$ cat src/rtl/ball_paddle_logic.sv
// ball_paddle_logic
//   Game-state engine for a paddle/ball game. One physics step runs on each
//   FRAME_DONE pulse. A step moves the paddle, moves and bounces the ball,
//   detects a miss and tracks lives. Every output is a register, so the
//   renderer sees stable values for the whole visible frame.
//
// Ports
//   CLK            system/pixel clock
//   RESET_N        asynchronous active-low reset
//   FRAME_DONE     one-cycle physics-step strobe from the renderer
//   BTN_LEFT       asynchronous button, paddle left
//   BTN_RIGHT      asynchronous button, paddle right
//   BTN_SERVE      asynchronous button, launch ball / restart after game over
//   PADDLE_X_PIXEL paddle left edge
//   BALL_X_PIXEL   ball left edge
//   BALL_Y_PIXEL   ball top edge
//   LIVES          remaining lives
//   GAME_OVER      high while the game is over
//   BALL_LOST      one-cycle pulse on a miss
//
// Optional feature
//   BREAKOUT_SPEEDUP_EN: every 8 paddle hits the ball step grows by one
//   pixel, capped at BALL_STEP+2. The step falls back to BALL_STEP on serve.

module ball_paddle_logic #(
  parameter logic [9:0] LEFT_INNER_X    = 10'd16,
  parameter logic [9:0] RIGHT_INNER_X   = 10'd784,
  parameter logic [9:0] CEILING_INNER_Y = 10'd24,
  parameter logic [9:0] PADDLE_Y        = 10'd560,
  parameter logic [9:0] PADDLE_LEN      = 10'd64,
  parameter logic [9:0] BALL_SIZE       = 10'd8,
  parameter logic [9:0] BOTTOM_Y        = 10'd600,
  parameter logic [9:0] PADDLE_STEP     = 10'd4,
  parameter logic [9:0] BALL_STEP       = 10'd2,
  parameter logic [5:0] LOST_FRAMES     = 6'd60,
  parameter logic [1:0] START_LIVES     = 2'd3
) (
  input  logic       CLK,
  input  logic       RESET_N,
  input  logic       FRAME_DONE,
  input  logic       BTN_LEFT,
  input  logic       BTN_RIGHT,
  input  logic       BTN_SERVE,
  output logic [9:0] PADDLE_X_PIXEL,
  output logic [9:0] BALL_X_PIXEL,
  output logic [9:0] BALL_Y_PIXEL,
  output logic [1:0] LIVES,
  output logic       GAME_OVER,
  output logic       BALL_LOST
);

  // 11-bit copies of the geometry so that no sum below can overflow
  localparam logic [10:0] LEFT_E    = {1'b0, LEFT_INNER_X};
  localparam logic [10:0] RIGHT_E   = {1'b0, RIGHT_INNER_X};
  localparam logic [10:0] CEIL_E    = {1'b0, CEILING_INNER_Y};
  localparam logic [10:0] PADDLE_YE = {1'b0, PADDLE_Y};
  localparam logic [10:0] LEN_E     = {1'b0, PADDLE_LEN};
  localparam logic [10:0] SIZE_E    = {1'b0, BALL_SIZE};
  localparam logic [10:0] BOTTOM_E  = {1'b0, BOTTOM_Y};
  localparam logic [10:0] PSTEP_E   = {1'b0, PADDLE_STEP};
  localparam logic [10:0] BSTEP_E   = {1'b0, BALL_STEP};
  localparam logic [10:0] SERVE_OFS = (LEN_E - SIZE_E) >> 1;
  localparam logic [10:0] CENTRE_E  = (LEFT_E + RIGHT_E - LEN_E) >> 1;
  localparam logic [9:0]  RESET_PX  = 10'(CENTRE_E);
  localparam logic [9:0]  RESET_BX  = 10'(CENTRE_E + SERVE_OFS);
  localparam logic [9:0]  SERVE_Y   = 10'(PADDLE_YE - SIZE_E);
  localparam logic [5:0]  LOST_LAST = LOST_FRAMES - 6'd1;

  typedef enum logic [1:0] {
    ST_SERVE = 2'd0,
    ST_PLAY  = 2'd1,
    ST_LOST  = 2'd2,
    ST_OVER  = 2'd3
  } state_t;

  state_t      state_r;
  logic [9:0]  paddle_x_r, ball_x_r, ball_y_r;
  logic        dx_r;   // 1 = moving right
  logic        dy_r;   // 1 = moving down
  logic [1:0]  lives_r;
  logic        game_over_r, ball_lost_r;
  logic [5:0]  lost_cnt_r;
  logic        left_meta_r, left_sync_r;
  logic        right_meta_r, right_sync_r;
  logic        serve_meta_r, serve_sync_r, serve_prev_r;

  logic [10:0] step_s;
  logic [10:0] px_e_s, bx_e_s, by_e_s;
  logic [9:0]  paddle_next_s, track_x_s, snap_x_s;
  logic [9:0]  ball_x_next_s, ball_y_next_s;
  logic        dx_next_s, dy_next_s, paddle_hit_s, miss_s, serve_rise_s;
  logic [1:0]  lives_dec_s;

`ifdef BREAKOUT_SPEEDUP_EN
  logic [10:0] step_r;
  logic [2:0]  hit_cnt_r;
  assign step_s = step_r;
`else
  assign step_s = BSTEP_E;
`endif

  assign px_e_s = {1'b0, paddle_x_r};
  assign bx_e_s = {1'b0, ball_x_r};
  assign by_e_s = {1'b0, ball_y_r};
  assign lives_dec_s  = lives_r - 2'd1;
  assign serve_rise_s = serve_sync_r && !serve_prev_r;

  // Paddle move with clamping before the subtraction can wrap
  always_comb begin
    paddle_next_s = paddle_x_r;
    if (left_sync_r && !right_sync_r) begin
      if (px_e_s <= LEFT_E + PSTEP_E) paddle_next_s = LEFT_INNER_X;
      else                            paddle_next_s = 10'(px_e_s - PSTEP_E);
    end else if (right_sync_r && !left_sync_r) begin
      if (px_e_s + PSTEP_E >= RIGHT_E - LEN_E) paddle_next_s = 10'(RIGHT_E - LEN_E);
      else                                     paddle_next_s = 10'(px_e_s + PSTEP_E);
    end else begin
      paddle_next_s = paddle_x_r;
    end
    track_x_s = 10'({1'b0, paddle_next_s} + SERVE_OFS);
    snap_x_s  = 10'(px_e_s + SERVE_OFS);
  end

  // Ball motion and bounces from the pre-step ball and paddle
  always_comb begin
    ball_x_next_s = ball_x_r;
    ball_y_next_s = ball_y_r;
    dx_next_s     = dx_r;
    dy_next_s     = dy_r;
    paddle_hit_s  = 1'b0;
    miss_s        = 1'b0;
    if (dx_r) begin
      if (bx_e_s + step_s + SIZE_E >= RIGHT_E) begin
        ball_x_next_s = 10'(RIGHT_E - SIZE_E);
        dx_next_s     = 1'b0;
      end else begin
        ball_x_next_s = 10'(bx_e_s + step_s);
      end
    end else begin
      // x <= LEFT+step is nx <= LEFT without forming a negative nx
      if (bx_e_s <= LEFT_E + step_s) begin
        ball_x_next_s = LEFT_INNER_X;
        dx_next_s     = 1'b1;
      end else begin
        ball_x_next_s = 10'(bx_e_s - step_s);
      end
    end
    if (!dy_r) begin
      if (by_e_s <= CEIL_E + step_s) begin
        ball_y_next_s = CEILING_INNER_Y;
        dy_next_s     = 1'b1;
      end else begin
        ball_y_next_s = 10'(by_e_s - step_s);
      end
    end else begin
      paddle_hit_s = (by_e_s + SIZE_E <= PADDLE_YE) &&
                     (by_e_s + step_s + SIZE_E >= PADDLE_YE) &&
                     (bx_e_s + SIZE_E > px_e_s) &&
                     (bx_e_s < px_e_s + LEN_E);
      if (paddle_hit_s) begin
        ball_y_next_s = SERVE_Y;
        dy_next_s     = 1'b0;
      end else begin
        ball_y_next_s = 10'(by_e_s + step_s);
        miss_s        = (by_e_s + step_s >= BOTTOM_E);
      end
    end
  end

  // Button synchronisers, game FSM and all registered outputs
  always_ff @(posedge CLK or negedge RESET_N) begin
    if (!RESET_N) begin
      state_r      <= ST_SERVE;
      paddle_x_r   <= RESET_PX;
      ball_x_r     <= RESET_BX;
      ball_y_r     <= SERVE_Y;
      dx_r         <= 1'b1;
      dy_r         <= 1'b0;
      lives_r      <= START_LIVES;
      game_over_r  <= 1'b0;
      ball_lost_r  <= 1'b0;
      lost_cnt_r   <= 6'd0;
      left_meta_r  <= 1'b0;
      left_sync_r  <= 1'b0;
      right_meta_r <= 1'b0;
      right_sync_r <= 1'b0;
      serve_meta_r <= 1'b0;
      serve_sync_r <= 1'b0;
      serve_prev_r <= 1'b0;
`ifdef BREAKOUT_SPEEDUP_EN
      step_r       <= BSTEP_E;
      hit_cnt_r    <= 3'd0;
`endif
    end else begin
      left_meta_r  <= BTN_LEFT;
      left_sync_r  <= left_meta_r;
      right_meta_r <= BTN_RIGHT;
      right_sync_r <= right_meta_r;
      serve_meta_r <= BTN_SERVE;
      serve_sync_r <= serve_meta_r;
      ball_lost_r  <= 1'b0;
      if (FRAME_DONE) begin
        serve_prev_r <= serve_sync_r;
        case (state_r)
          ST_SERVE: begin
            paddle_x_r <= paddle_next_s;
            ball_x_r   <= track_x_s;
            ball_y_r   <= SERVE_Y;
            if (serve_sync_r) begin
              state_r <= ST_PLAY;
              dx_r    <= 1'b1;
              dy_r    <= 1'b0;
            end
          end
          ST_PLAY: begin
            paddle_x_r <= paddle_next_s;
            if (miss_s) begin
              // ball freezes where it was; only lives and state move on
              ball_lost_r <= 1'b1;
              lives_r     <= lives_dec_s;
              lost_cnt_r  <= 6'd0;
              if (lives_dec_s == 2'd0) begin
                state_r     <= ST_OVER;
                game_over_r <= 1'b1;
              end else begin
                state_r <= ST_LOST;
              end
            end else begin
              ball_x_r <= ball_x_next_s;
              ball_y_r <= ball_y_next_s;
              dx_r     <= dx_next_s;
              dy_r     <= dy_next_s;
`ifdef BREAKOUT_SPEEDUP_EN
              if (paddle_hit_s) begin
                hit_cnt_r <= hit_cnt_r + 3'd1;
                if ((hit_cnt_r == 3'd7) && (step_r < BSTEP_E + 11'd2)) begin
                  step_r <= step_r + 11'd1;
                end
              end
`endif
            end
          end
          ST_LOST: begin
            if (lost_cnt_r == LOST_LAST) begin
              state_r    <= ST_SERVE;
              lost_cnt_r <= 6'd0;
              ball_x_r   <= snap_x_s;
              ball_y_r   <= SERVE_Y;
`ifdef BREAKOUT_SPEEDUP_EN
              step_r     <= BSTEP_E;
`endif
            end else begin
              lost_cnt_r <= lost_cnt_r + 6'd1;
            end
          end
          ST_OVER: begin
            if (serve_rise_s) begin
              state_r     <= ST_SERVE;
              lives_r     <= START_LIVES;
              game_over_r <= 1'b0;
`ifdef BREAKOUT_SPEEDUP_EN
              step_r      <= BSTEP_E;
`endif
            end
          end
          default: begin
            state_r <= ST_SERVE;
          end
        endcase
      end
    end
  end

  assign PADDLE_X_PIXEL = paddle_x_r;
  assign BALL_X_PIXEL   = ball_x_r;
  assign BALL_Y_PIXEL   = ball_y_r;
  assign LIVES          = lives_r;
  assign GAME_OVER      = game_over_r;
  assign BALL_LOST      = ball_lost_r;

endmodule
$ cat config.mk
export PLATFORM = sky130hd
export DESIGN_NAME = ball_paddle_logic
export DESIGN_NICKNAME = d
export VERILOG_FILES = /design/src/rtl/ball_paddle_logic.sv
export SDC_FILE = /design/constraint.sdc
export NUM_CORES = 1
export LEC_CHECK = 0
export BUFFER_PORTS_ARGS = -buffer_cell sky130_fd_sc_hd__buf_2
export CORE_UTILIZATION = 35
export DETAILED_ROUTE_END_ITERATION = 6
export PLACE_DENSITY_LB_ADDON = 0.2
export SLEW_MARGIN = 0
export SYNTH_ARGS = -nofsm -noshare
export SYNTH_HDL_FRONTEND = slang
export SYNTH_SLANG_ARGS = --single-unit
$ cat constraint.sdc
create_clock -name CLK -period 4.4 [get_ports CLK]
set_input_delay 0.44 -clock CLK [delete_from_list [all_inputs] [get_ports CLK]]
set_output_delay 0.44 -clock CLK [all_outputs]
set_load 0.01 [all_outputs]
==> impl_metrics.json <==
{
  "grtUsageMet3_pct": 2.097,
  "cp.required_ns": 4.59,
  "filler_cell_count": 1486,
  "slew_headroom_pct": 49.88,
  "fin_util_pct": 39.52,
  "drt_iter0_markers": 444,
  "place_congestion": 0.9276,
  "clkPwrFrac_pct": 11.9,
  "combPwrFrac_pct": 62.8,
  "async_reset_ff_share_pct": 100.0,
  "drv_cap": 0,
  "grt.busiest_layer": "met2",
  "grt_usage_pct": 21.16,
  "powerDensity_nw_per_um2": 663.1,
  "use_met2_pct": 34.64,
  "crit_fanout": 10,
  "syn-num-nets": 712,
  "regArea_um2": 1269,
  "yosysSeqAreaShare_pct": 23.93,
  "critPathCaptureType": "flip-flop",
  "finalCritPeriodShare_pct": 89.17,
  "antenna_cells": 0,
  "met1_usage_pct": 28.41,
  "synthFlopType": "dfrtp_1",
  "core_area_um2": 14640,
  "switching_share_pct": 51.40,
  "vias": 5262,
  "startpoint": "BALL_X_PIXEL[3]",
  "ir_drop_v": 0.0002589,
  "drive_gt1_share_pct": 14.10,
  "layout_min_cycle_time_ns": 3.924,
  "path_class": "reg2reg",
  "synth_top_cell_area_share_pct": 16.99,
  "setup-violations-final": 0,
  "fmax_mhz": 254.9,
  "synth_area_leaders": "dfrtp_1, ha_1, dfstp_2",
  "crit_arrival_ns": 4.11,
  "rsz0062_at_grt": "false",
  "slew_viol_final": 0,
  "clk_latency_ns": 0.31,
  "cellLeakagePower_uw": 0.002446,
  "switchingPower_uw": 1973,
  "grt_pass1_wl_mm": 26.55,
  "p_int_uw": 1865,
  "yosys_warnings": 0,
  "ys_seq_elements": 50,
  "finalHoldViolCount": 0,
  "multi_input_area_um2": 3695,
  "synth_top_area_cell": "dfrtp_1",
  "die_x_um": 125.1,
  "grt_antenna_before_repair": 0,
  "first_pass_iters": 7,
  "status": "finished, final reports clean",
  "timing.rr.end": "lost_cnt_r[0]",
  "fin_tns_setup_ns": 0,
  "cts_resized": 0,
  "grt_pass1_vias": 5001,
  "grt_max_degree": 51,
  "initial_utilization_pct": 36.21,
  "syn_inst": 661,
  "cts-hold-fix-buffers": 0,
  "ant_nets": 0,
  "overflow": 0,
  "yosysUniqueCellTypes": 89,
  "cts_made_buffers": 5,
  "cts_tree": "yes",
  "area_delta_synth_final_pct": 9.155,
  "die_h_um": 125.1,
  "seqPwrFrac_pct": 25.2,
  "reg2reg_slack_ns": 0.48,
  "postCtsSetupBuffers": 0,
  "num_rows": 44,
  "min_path_type": "in2reg",
  "htree_num_levels": 2,
  "start_kind": "flip-flop",
  "syn_area_per_cell_um2": 8.022,
  "clock-sinks": 50,
  "clock_skew_ns": 0.006440,
  "cts-root-buf": "clkbuf_16",
  "reg2reg_depth": 12,
  "syn_area_um2": 5303,
  "ios": 40,
  "vias_per_cell": 6.083,
  "worstMarginPinSlew_ns": 0.7491,
  "fin_nets": 731,
  "r2r_start": "BALL_X_PIXEL[3]",
  "clockBufferDepth": 2,
  "drc_errors": 0,
  "endpoint": "lost_cnt_r[0]",
  "die-area_um2": 15650,
  "finalWirelength_mm": 16.28,
  "place_hpwl_mm": 12.36,
  "port_buffers": 38,
  "wire_per_inst_um": 18.82,
  "synth_edf_count": 0,
  "clk_pin_slew_ns": 0.07
}
## Yosys cell counts, drive strengths merged, types with 8 or more instances
master,count
xor2,16
nand2,57
o211ai,10
or3,11
dfstp,14
xnor2,26
inv,44
o21ai,49
and3,10
and2,8
nor2,40
a31oi,16
a21oi,35
nand4,10
nand3,38
ha,45
o22ai,8
dfrtp,36
clkbuf,16
nor3,14
buf,19
## layer usage
| metal | vias to the layer above | part of all wire [%] |
|---|---|---|
| li1 | 2485 | - |
| met1 | 2537 | 45 |
| met2 | 210 | 46 |
| met3 | 30 | 5.6 |
| met4 | 0 | 3.1 |
| met5 | - | 0 |
## cell usage in the layout (no fill, tap or decap), types with 6 or more instances in the layout
cell type,instances
o22a_1,6
ha_1,45
dfstp_2,14
nor3_1,14
nand2_1,57
nand2b_1,7
and3_1,10
nand3_1,37
xnor2_1,26
buf_2,38
inv_1,44
and2_1,7
mux2i_1,7
a31oi_1,16
xor2_1,16
dfrtp_1,36
nand4_1,10
or3_1,11
o22ai_1,8
buf_4,9
nor4_1,7
nor2b_1,7
a21oi_1,34
o211ai_1,9
nor2_1,38
o21ai_0,44
## per-stage QoR
stage / total power, uW / setup slack (ns) / area, um2 / instances / hold slack [ns]
6_report: 3838 / 0.4765 / 5788 / 865 / 0.2356
3_3_place_gp: 3313 / 0.7603 / 5620 / 857 / 0.3316
3_5_place_dp: 3334 / 0.6265 / 5620 / 857 / 0.3371
4_1_cts: 3813 / 0.5992 / 5788 / 865 / 0.2247
5_1_grt: 4152 / 0.1967 / 5788 / 865 / 0.2282
2_1_floorplan: 2643 / 1.178 / 5303 / 661 / 0.1444
## layout make-up
type,instances,area share (%)
multi-input cells,531,63.83
flip-flops and latches,50,21.92
repair buffers,47,4.453
well taps,184,3.978
inverters,45,2.918
clock buffers,6,2.227
clock inverters,2,0.6701
## cells by family (layout without fill, tap and decap cells)
| logic type | after synthesis | count (layout) | synth area share, % |
|---|---|---|---|
| xor+xnor | 42 | 42 | 6.937 |
| mux | 14 | 14 | 2.808 |
| simple gates | 230 | 230 | 22.51 |
| buf+inv | 80 | 100 | 6.394 |
| fa+ha+maj | 47 | 47 | 11.00 |
| other cells | 1 | 1 | 0.07072 |
| flops | 50 | 50 | 23.93 |
| compound gates | 197 | 197 | 26.36 |
## flip-flops by register name, indices dropped and copies added, names as in the netlist, 2 cells and up
name            cells
BALL_X_PIXEL       10
BALL_Y_PIXEL        9
LIVES               2
PADDLE_X_PIXEL     10
lost_cnt_r          6
state_r             2
## critical path, cell delays in order, from the launching register on
cell	delay [ns]
dfstp_2	0.66
ha_1	0.27
and3_1	0.24
xor2_1	0.09
ha_1	0.31
nand4_1	0.12
o21ai_0	0.18
a221oi_1	0.06
o21ai_0	0.46
o2111ai_1	0.41
o21ai_2	0.39
a21o_1	0.27
mux2_1	0.34
## power groups by stage
| stage | logic, uW | clock network [uW] | registers, uW |
|---|---|---|---|
| 2_1_floorplan | 1830 | 0 | 811 |
| 3_3_place_gp | 2350 | 0 | 968 |
| 3_5_place_dp | 2360 | 0 | 972 |
| 4_1_cts | 2380 | 470 | 962 |
| 5_1_grt | 2670 | 480 | 999 |
| 6_report | 2410 | 458 | 968 |
## worst min-delay path by stage
| stage | startpoint | end | depth (start not counted) |
|---|---|---|---|
| 2_1_floorplan | RESET_N | BALL_LOST | 0 |
| 6_report | BTN_RIGHT | right_meta_r | 1 |
| 4_1_cts | BTN_RIGHT | right_meta_r | 1 |
| 3_5_place_dp | left_meta_r | left_sync_r | 0 |
| 3_3_place_gp | right_meta_r | right_sync_r | 0 |
| 5_1_grt | BTN_RIGHT | right_meta_r | 1 |
No activity file was read; power rests on OpenSTA's default activity.
